==> src/rtl/bidir_pad_ctrl.sv <==
// bidir_pad_ctrl: direction sequencer and filtered receive path for the PP3
// bidirectional pad cell. Direction changes always pass through a gap where
// neither the output driver nor the input receiver is enabled.
//
// state            | meaning
// -----------------+-------------------------------------------------------
// ST_SENSE         | receiver enabled, driver off, RDY=1
// ST_TURN_TO_DRV   | both disabled for TURN_CYC cycles, RDY=0
// ST_DRIVE         | driver enabled, O_DAT follows DRV_DAT, RDY=1, MODE=1
// ST_TURN_TO_SENSE | both disabled for TURN_CYC cycles, RDY=0

module bidir_pad_ctrl #(
   parameter int TURN_CYC = 2,
   parameter int FILT_LEN = 3
) (
   input  logic CLK,
   input  logic RST_N,
   input  logic DRV_REQ,
   input  logic DRV_DAT,
   output logic RDY,
   output logic MODE,
   output logic O_DAT,
   output logic O_EN,
   output logic I_EN,
   input  logic I_DAT,
   output logic RX_VAL,
   output logic RX_RISE,
   output logic RX_FALL
);

   typedef enum logic [1:0] {
      ST_SENSE         = 2'd0,
      ST_TURN_TO_DRV   = 2'd1,
      ST_DRIVE         = 2'd2,
      ST_TURN_TO_SENSE = 2'd3
   } state_t;

   // Turn counter is loaded with TURN_CYC-1 and the transition fires on zero,
   // giving exactly TURN_CYC cycles in each turnaround state.
   localparam logic [3:0] TURN_LOAD = 4'(TURN_CYC - 1);
   localparam logic [3:0] FILT_LAST = 4'(FILT_LEN - 1);

   state_t     state;
   logic [3:0] turn_cnt;
   logic       sync_1;
   logic       sync_2;
   logic       vld_1;
   logic       vld_2;
   logic [3:0] filt_cnt;

   // Direction FSM; every pad control output is registered here.
   always_ff @(posedge CLK or negedge RST_N) begin
      if (!RST_N) begin
         state    <= ST_SENSE;
         turn_cnt <= '0;
         O_EN     <= 1'b0;
         O_DAT    <= 1'b0;
         I_EN     <= 1'b1;
         RDY      <= 1'b1;
         MODE     <= 1'b0;
      end else begin
         case (state)
            ST_SENSE: begin
               if (DRV_REQ) begin
                  state    <= ST_TURN_TO_DRV;
                  I_EN     <= 1'b0;
                  RDY      <= 1'b0;
                  turn_cnt <= TURN_LOAD;
               end
            end
            ST_TURN_TO_DRV: begin
               if (turn_cnt == 4'd0) begin
                  state <= ST_DRIVE;
                  O_EN  <= 1'b1;
                  MODE  <= 1'b1;
                  RDY   <= 1'b1;
                  O_DAT <= DRV_DAT;
               end else begin
                  turn_cnt <= turn_cnt - 4'd1;
               end
            end
            ST_DRIVE: begin
               if (DRV_REQ) begin
                  O_DAT <= DRV_DAT;
               end else begin
                  state    <= ST_TURN_TO_SENSE;
                  O_EN     <= 1'b0;
                  O_DAT    <= 1'b0;
                  MODE     <= 1'b0;
                  RDY      <= 1'b0;
                  turn_cnt <= TURN_LOAD;
               end
            end
            ST_TURN_TO_SENSE: begin
               if (turn_cnt == 4'd0) begin
                  state <= ST_SENSE;
                  I_EN  <= 1'b1;
                  RDY   <= 1'b1;
               end else begin
                  turn_cnt <= turn_cnt - 4'd1;
               end
            end
            default: begin
               state    <= ST_SENSE;
               turn_cnt <= '0;
               O_EN     <= 1'b0;
               O_DAT    <= 1'b0;
               I_EN     <= 1'b1;
               RDY      <= 1'b1;
               MODE     <= 1'b0;
            end
         endcase
      end
   end

   // Two-flop synchronizer for pad data, with a matching pipe tagging each
   // sample with the receiver enable that was present when it was captured.
   always_ff @(posedge CLK or negedge RST_N) begin
      if (!RST_N) begin
         sync_1 <= 1'b0;
         sync_2 <= 1'b0;
         vld_1  <= 1'b0;
         vld_2  <= 1'b0;
      end else begin
         sync_1 <= I_DAT;
         sync_2 <= sync_1;
         vld_1  <= I_EN;
         vld_2  <= vld_1;
      end
   end

   // Glitch filter: RX_VAL flips only after FILT_LEN consecutive valid
   // samples that disagree with it; anything else restarts the run.
   always_ff @(posedge CLK or negedge RST_N) begin
      if (!RST_N) begin
         filt_cnt <= '0;
         RX_VAL   <= 1'b0;
         RX_RISE  <= 1'b0;
         RX_FALL  <= 1'b0;
      end else begin
         RX_RISE <= 1'b0;
         RX_FALL <= 1'b0;
         if (vld_2 && (sync_2 != RX_VAL)) begin
            if (filt_cnt == FILT_LAST) begin
               filt_cnt <= '0;
               RX_VAL   <= sync_2;
               RX_RISE  <= sync_2;
               RX_FALL  <= ~sync_2;
            end else begin
               filt_cnt <= filt_cnt + 4'd1;
            end
         end else begin
            filt_cnt <= '0;
         end
      end
   end

endmodule

==> config.mk <==
export PLATFORM = sky130hd
export DESIGN_NAME = bidir_pad_ctrl
export DESIGN_NICKNAME = d
export VERILOG_FILES = /design/src/rtl/bidir_pad_ctrl.sv
export SDC_FILE = /design/constraint.sdc
export NUM_CORES = 1
export LEC_CHECK = 0
export CORE_MARGIN = 2
export CORE_UTILIZATION = 50
export CTS_BUF_LIST = sky130_fd_sc_hd__clkbuf_16
export DETAILED_ROUTE_END_ITERATION = 10
export PLACE_DENSITY = 0.78
export SLEW_MARGIN = 5
export SYNTH_ARGS = -nofsm -noshare
export SYNTH_HDL_FRONTEND = slang
export SYNTH_SLANG_ARGS = --single-unit
export TNS_END_PERCENT = 50
==> constraint.sdc <==
create_clock -name CLK -period 2.03 [get_ports CLK]
set_clock_uncertainty 0.05 [all_clocks]
set_input_delay 0.406 -clock CLK [delete_from_list [all_inputs] [get_ports CLK]]
set_output_delay 0.406 -clock CLK [all_outputs]
set_load 0.1 [all_outputs]
-- Word-level counts from Yosys, hierarchy flattened
Cells that the tools add are included.
Widths: inputs -> output; s select.
- bits of input ports: 5
- flip-flop bits (word level): 21
- bits in writable memories: 0
- memory bits (read-only): 0
- latch bits: 0
- memories kept: 0
- word-level logic and storage cells: 65
- output and inout bits: 8
- reduce and logical (&&, ||, !) cells: 13
- add/sub/neg operators: 2
- multiplexer cells: 24
- divide/modulo/power cells: 0
- order comparisons: 0
- $mul: 0
- eq/ne operators: 11
- bitwise gates (word level): 1
- shift operators: 0
- operators by type and width (cell ; count):
    $mux 4 ; 5
    $pmux 4 s3 ; 1
    $reduce_and 3->1 ; 4
    $ne 2x2->1 const B ; 5
    $mux 1 ; 9
    $mux 2 ; 4
    $pmux 2 s4 ; 1
    $pmux 1 s2 ; 3
    $add 4x1->4 const B ; 1
    $eq 2x2->1 const B ; 2
    $eq 4x2->1 const B ; 1
    $logic_not 4->1 ; 1
    $reduce_and 2->1 ; 2
    $reduce_and 4->1 ; 1
    $reduce_bool 2->1 ; 2
    $sub 4x1->4 const B ; 1
    $pmux 1 s3 ; 1
    $eq 2x1->1 const B ; 1
    $logic_not 2->1 ; 1
    $ne 2x1->1 const B ; 1
    $reduce_or 2->1 ; 1
    $logic_and 1x1->1 ; 1
    $ne 1x1->1 ; 1
    $not 1->1 ; 1

-- Longest topological paths before layout
- depth after elaboration: 4
- mapped depth: 6
- depth with buffers taken out: 5

-- Least setup slack after synthesis
No wires, ideal clock.
- path kind: flip-flop to output port
- start point: register O_EN
- end point: output port O_EN
- path buffers: 1
- required time: 1574 ps
- arrival time: 1356 ps
- path slack: 218 ps
- cell stages (with the launch flop): 2
- cell sequence: dfrtp_1 buf_4
- RTL lines (item ; RTL line ; text):
    start, declared ; 23 ; output logic O_EN,
    start signal, assigned ; 56 ; O_EN <= 1'b0;
    start signal, assigned ; 74 ; O_EN <= 1'b1;
    start signal, assigned ; 87 ; O_EN <= 1'b0;
No word-level cell between the ends.

-- Final worst setup path
- start point: register turn_cnt[0]
- end point: register turn_cnt[0]
- cells in the longest elaborated chain, start to end: 3
- elaborated cells on any way between the ends: 6
- classes of those cells: add/sub: 1; eq/ne: 1; mux: 2; reduce/logical: 2
- ends and longest elaborated chain (item ; RTL line ; text):
    start, declared ; 44 ; logic [3:0] turn_cnt;
    start signal, assigned ; 79 ; turn_cnt <= turn_cnt - 4'd1;
    start signal, assigned ; 100 ; turn_cnt <= turn_cnt - 4'd1;
    $sub 4x1->4 or $logic_not 4->1 (tied branches) ; - ;
    $mux 4 or $ne 2x2->1 (tied branches) ; - ;
    $pmux 4 s3 or $reduce_and 3->1 (tied branches) ; - ;
Parallel ways exist; a longest one is shown, timed or not. The select of a mux whose other input is x is not followed.
A chain may end at the register's enable or synchronous reset.

==> out/metrics.yaml <==
yosys_warnings: 0
num_vias: 690
run_status: "complete, no violations"
grt_pass1_wl_um: 2829
setup.worst_path.class: "reg -> reg"
postRouteWirelength_um: 1558
setup_tns_ns: 0
cp.arrival_ns: 1.83
top_level_ports: 13
setup_ws_ns: 0.2849
total_die_area_um2: 2408
grt_setup_unrepaired: "false"
maxSlewViolCount: 0
max_cap_viol_count: 0
power_leakage_nw: 0.5830
grt-ovfl-total: 0
clock_sinks: 21
die-height_um: 49.08
layout.cells.most_common_list: "sky130_fd_sc_hd__dfrtp_1, sky130_fd_sc_hd__a21oi_1, sky130_fd_sc_hd__ha_1, sky130_fd_sc_hd__buf_4"
num_rows: 16
detail_route.first_pass.iterations: 3
synth.cell_area_um2: 1016
coreArea_um2: 1942
floorplan.die.width_um: 49.08
critical_path.max_fanout: 5
synth-edff-count: 0
worst_pin_slew_ns: 0.4455
fraction_of_layout_instances_using_a_drive_strength_above_1_pct: 21.90
maxClockFrequency_mhz: 573.0
post_route_fraction_of_the_period_consumed_by_the_critical_path_pct: 85.96
grt.total_usage_pct: 15.29
synthArstFlopShare_pct: 100.0
hpwlAfterDp_um: 1207
pin_count_of_the_biggest_net_entering_global_routing: 22
ctsHoldBuffers: 0
floorplan.initialDensity_pct: 52.32
place.port_buffers: 12
final-setup-viol-count: 0
final.min_clock_period_ns: 1.745
synth.ff_latch_count: 21
worstHoldPathType: "reg -> reg"
inserted_clock_buffers: 3
hold_violations: 0
timing.hold.worst_path_depth: 0
fillers: 153
route.detailed.vias_per_inst: 5.227
dp_slack_ns: 0.1537
multiInputGateArea_um2: 450.4
syn2layout_area_growth_pct: 25.86
r2r_cells: 5
final_nets: 119
gpl.final_weighted_congestion: 0.7910
ys_seq_area_share_pct: 51.97
cp.required_ns: 2.11
areal_power_density_over_the_cells_nw_per_um2: 1616
rrSetupSlack_ns: 0.28
final_common_cell: "sky130_fd_sc_hd__dfrtp_1"
post_cts.resized_instances: 0
final-seq-area_um2: 528.0
worst_slew_margin_relative_to_its_limit_pct: 70.17
drt-initial-drc-count: 3
post_cts_buffers: 0
drc_errors: 0
insertedDiodeCount: 0
clock_tree.root_cell: "sky130_fd_sc_hd__clkbuf_16"
synthesis.area_per_instance_um2: 11.55
irDropWorstVdd_mv: 1.352
cts.reportedPaths.clkPinSlew_ns: 0.05
synth.lib_cells_used.distinct: 32
cts_tree: "done"
crit_path_end_kind: "flop"
clock_path_buffers: 2
worstSetupStartpointType: "flop"
grt_pass1_vias: 697
drtAntennaViolNets: 0
grt_antenna_before_repair: 0
ctsHtreeMaxLevel: 1
ys.flop_type: "sky130_fd_sc_hd__dfrtp_1"
netlist_instances: 88
detail_route.wl_per_cell_um: 11.80
insertion_delay_ns: 0.25
synthesized_netlist_net_count: 101
## Yosys cell counts, types with 2 or more instances
library cell,number,area share (%)
sky130_fd_sc_hd__dfrtp_1,19,47
sky130_fd_sc_hd__a21oi_1,8,3.9
sky130_fd_sc_hd__ha_1,8,9.9
sky130_fd_sc_hd__inv_1,7,2.6
sky130_fd_sc_hd__nor2_1,7,2.6
sky130_fd_sc_hd__mux2_1,3,3.3
sky130_fd_sc_hd__nand3_1,3,1.5
sky130_fd_sc_hd__dfstp_2,2,5.2
sky130_fd_sc_hd__mux2i_1,2,2.0
sky130_fd_sc_hd__nand2_1,2,0.74
sky130_fd_sc_hd__nand2b_1,2,1.2
sky130_fd_sc_hd__nor3b_1,2,1.5
sky130_fd_sc_hd__o21ai_2,2,1.7
sky130_fd_sc_hd__o2bb2ai_1,2,1.7
sky130_fd_sc_hd__xnor2_1,2,1.7
## metrics by stage
step           cell area, um2  hold slack (ns)  instances  power (mW)  utilization [%]
2_1_floorplan            1016          0.06041         88       1.424                -
3_3_place_gp             1199           0.2851        128       1.658            61.73
3_5_place_dp             1199           0.2893        128       1.680            61.73
4_1_cts                  1279           0.3021        132       2.091            65.85
5_1_grt                  1279           0.3041        132       2.198            65.85
6_report                 1279           0.3007        132       2.066            65.85
## routing by layer
| layer | vias up | routed length [um] | GRT usage (%) |
|---|---|---|---|
| met5 | - | 0 | 0 |
| met4 | 0 | 44 | 10.00 |
| met3 | 5 | 53 | 2.147 |
| met2 | 12 | 755 | 25.00 |
| met1 | 331 | 704 | 18.73 |
| li1 | 342 | - | - |
## worst max-delay path, stage by stage (launching register included)
cell	delay, ns
sky130_fd_sc_hd__dfrtp_1	0.40
sky130_fd_sc_hd__inv_1	0.09
sky130_fd_sc_hd__ha_1	0.16
sky130_fd_sc_hd__or3b_4	0.42
sky130_fd_sc_hd__o21ai_2	0.18
sky130_fd_sc_hd__mux2_1	0.33
## power by group
part | internal [mW] | switching (mW) | leakage, nW | total [mW]
clock network | 0.264 | 0.139 | 0.0409 | 0.403
registers | 0.537 | 0.0942 | 0.266 | 0.631
logic | 0.384 | 0.648 | 0.276 | 1.03
## state kept, by name, indices dropped and copies added (netlist names)
| name | cells |
|---|---|
| filt_cnt | 4 |
| turn_cnt | 4 |
| state | 2 |
| I_EN | 1 |
| O_DAT | 1 |
| O_EN | 1 |
| RDY | 1 |
| RX_FALL | 1 |
| RX_RISE | 1 |
| RX_VAL | 1 |
| sync_1 | 1 |
| sync_2 | 1 |
| vld_1 | 1 |
| vld_2 | 1 |
## worst paths after layout
path	startpoint	end
min	sync_1	sync_2
max	turn_cnt[0]	turn_cnt[0]
max reg2reg	turn_cnt[0]	turn_cnt[0]
min in group asynchronous	RST_N	RX_RISE
max in group asynchronous	RST_N	RDY
min reg2reg	sync_1	sync_2
## logic make-up (layout without fill, tap and decap cells)
kind of cell / Yosys count / in the layout / synth area share, %
xor gates and xnor gates: 3 / 3 / 2.587
AOI/OAI and AO/OA: 19 / 19 / 12.69
DFF: 21 / 21 / 51.97
adders and majority gates: 8 / 8 / 9.853
muxes: 6 / 6 / 6.650
and+or+nand+nor: 22 / 22 / 12.56
buffers and inverters: 9 / 26 / 3.695
## final cells by class
type / count / area share, %
multi-input combinational: 58 / 35.22
tap: 27 / 2.642
inverter: 7 / 2.055
sequential: 21 / 41.29
clock inverter: 1 / 0.3914
timing repair buffer: 15 / 12.52
clock buffer: 3 / 5.871
Note: power is estimated with default switching activity, not from simulation.
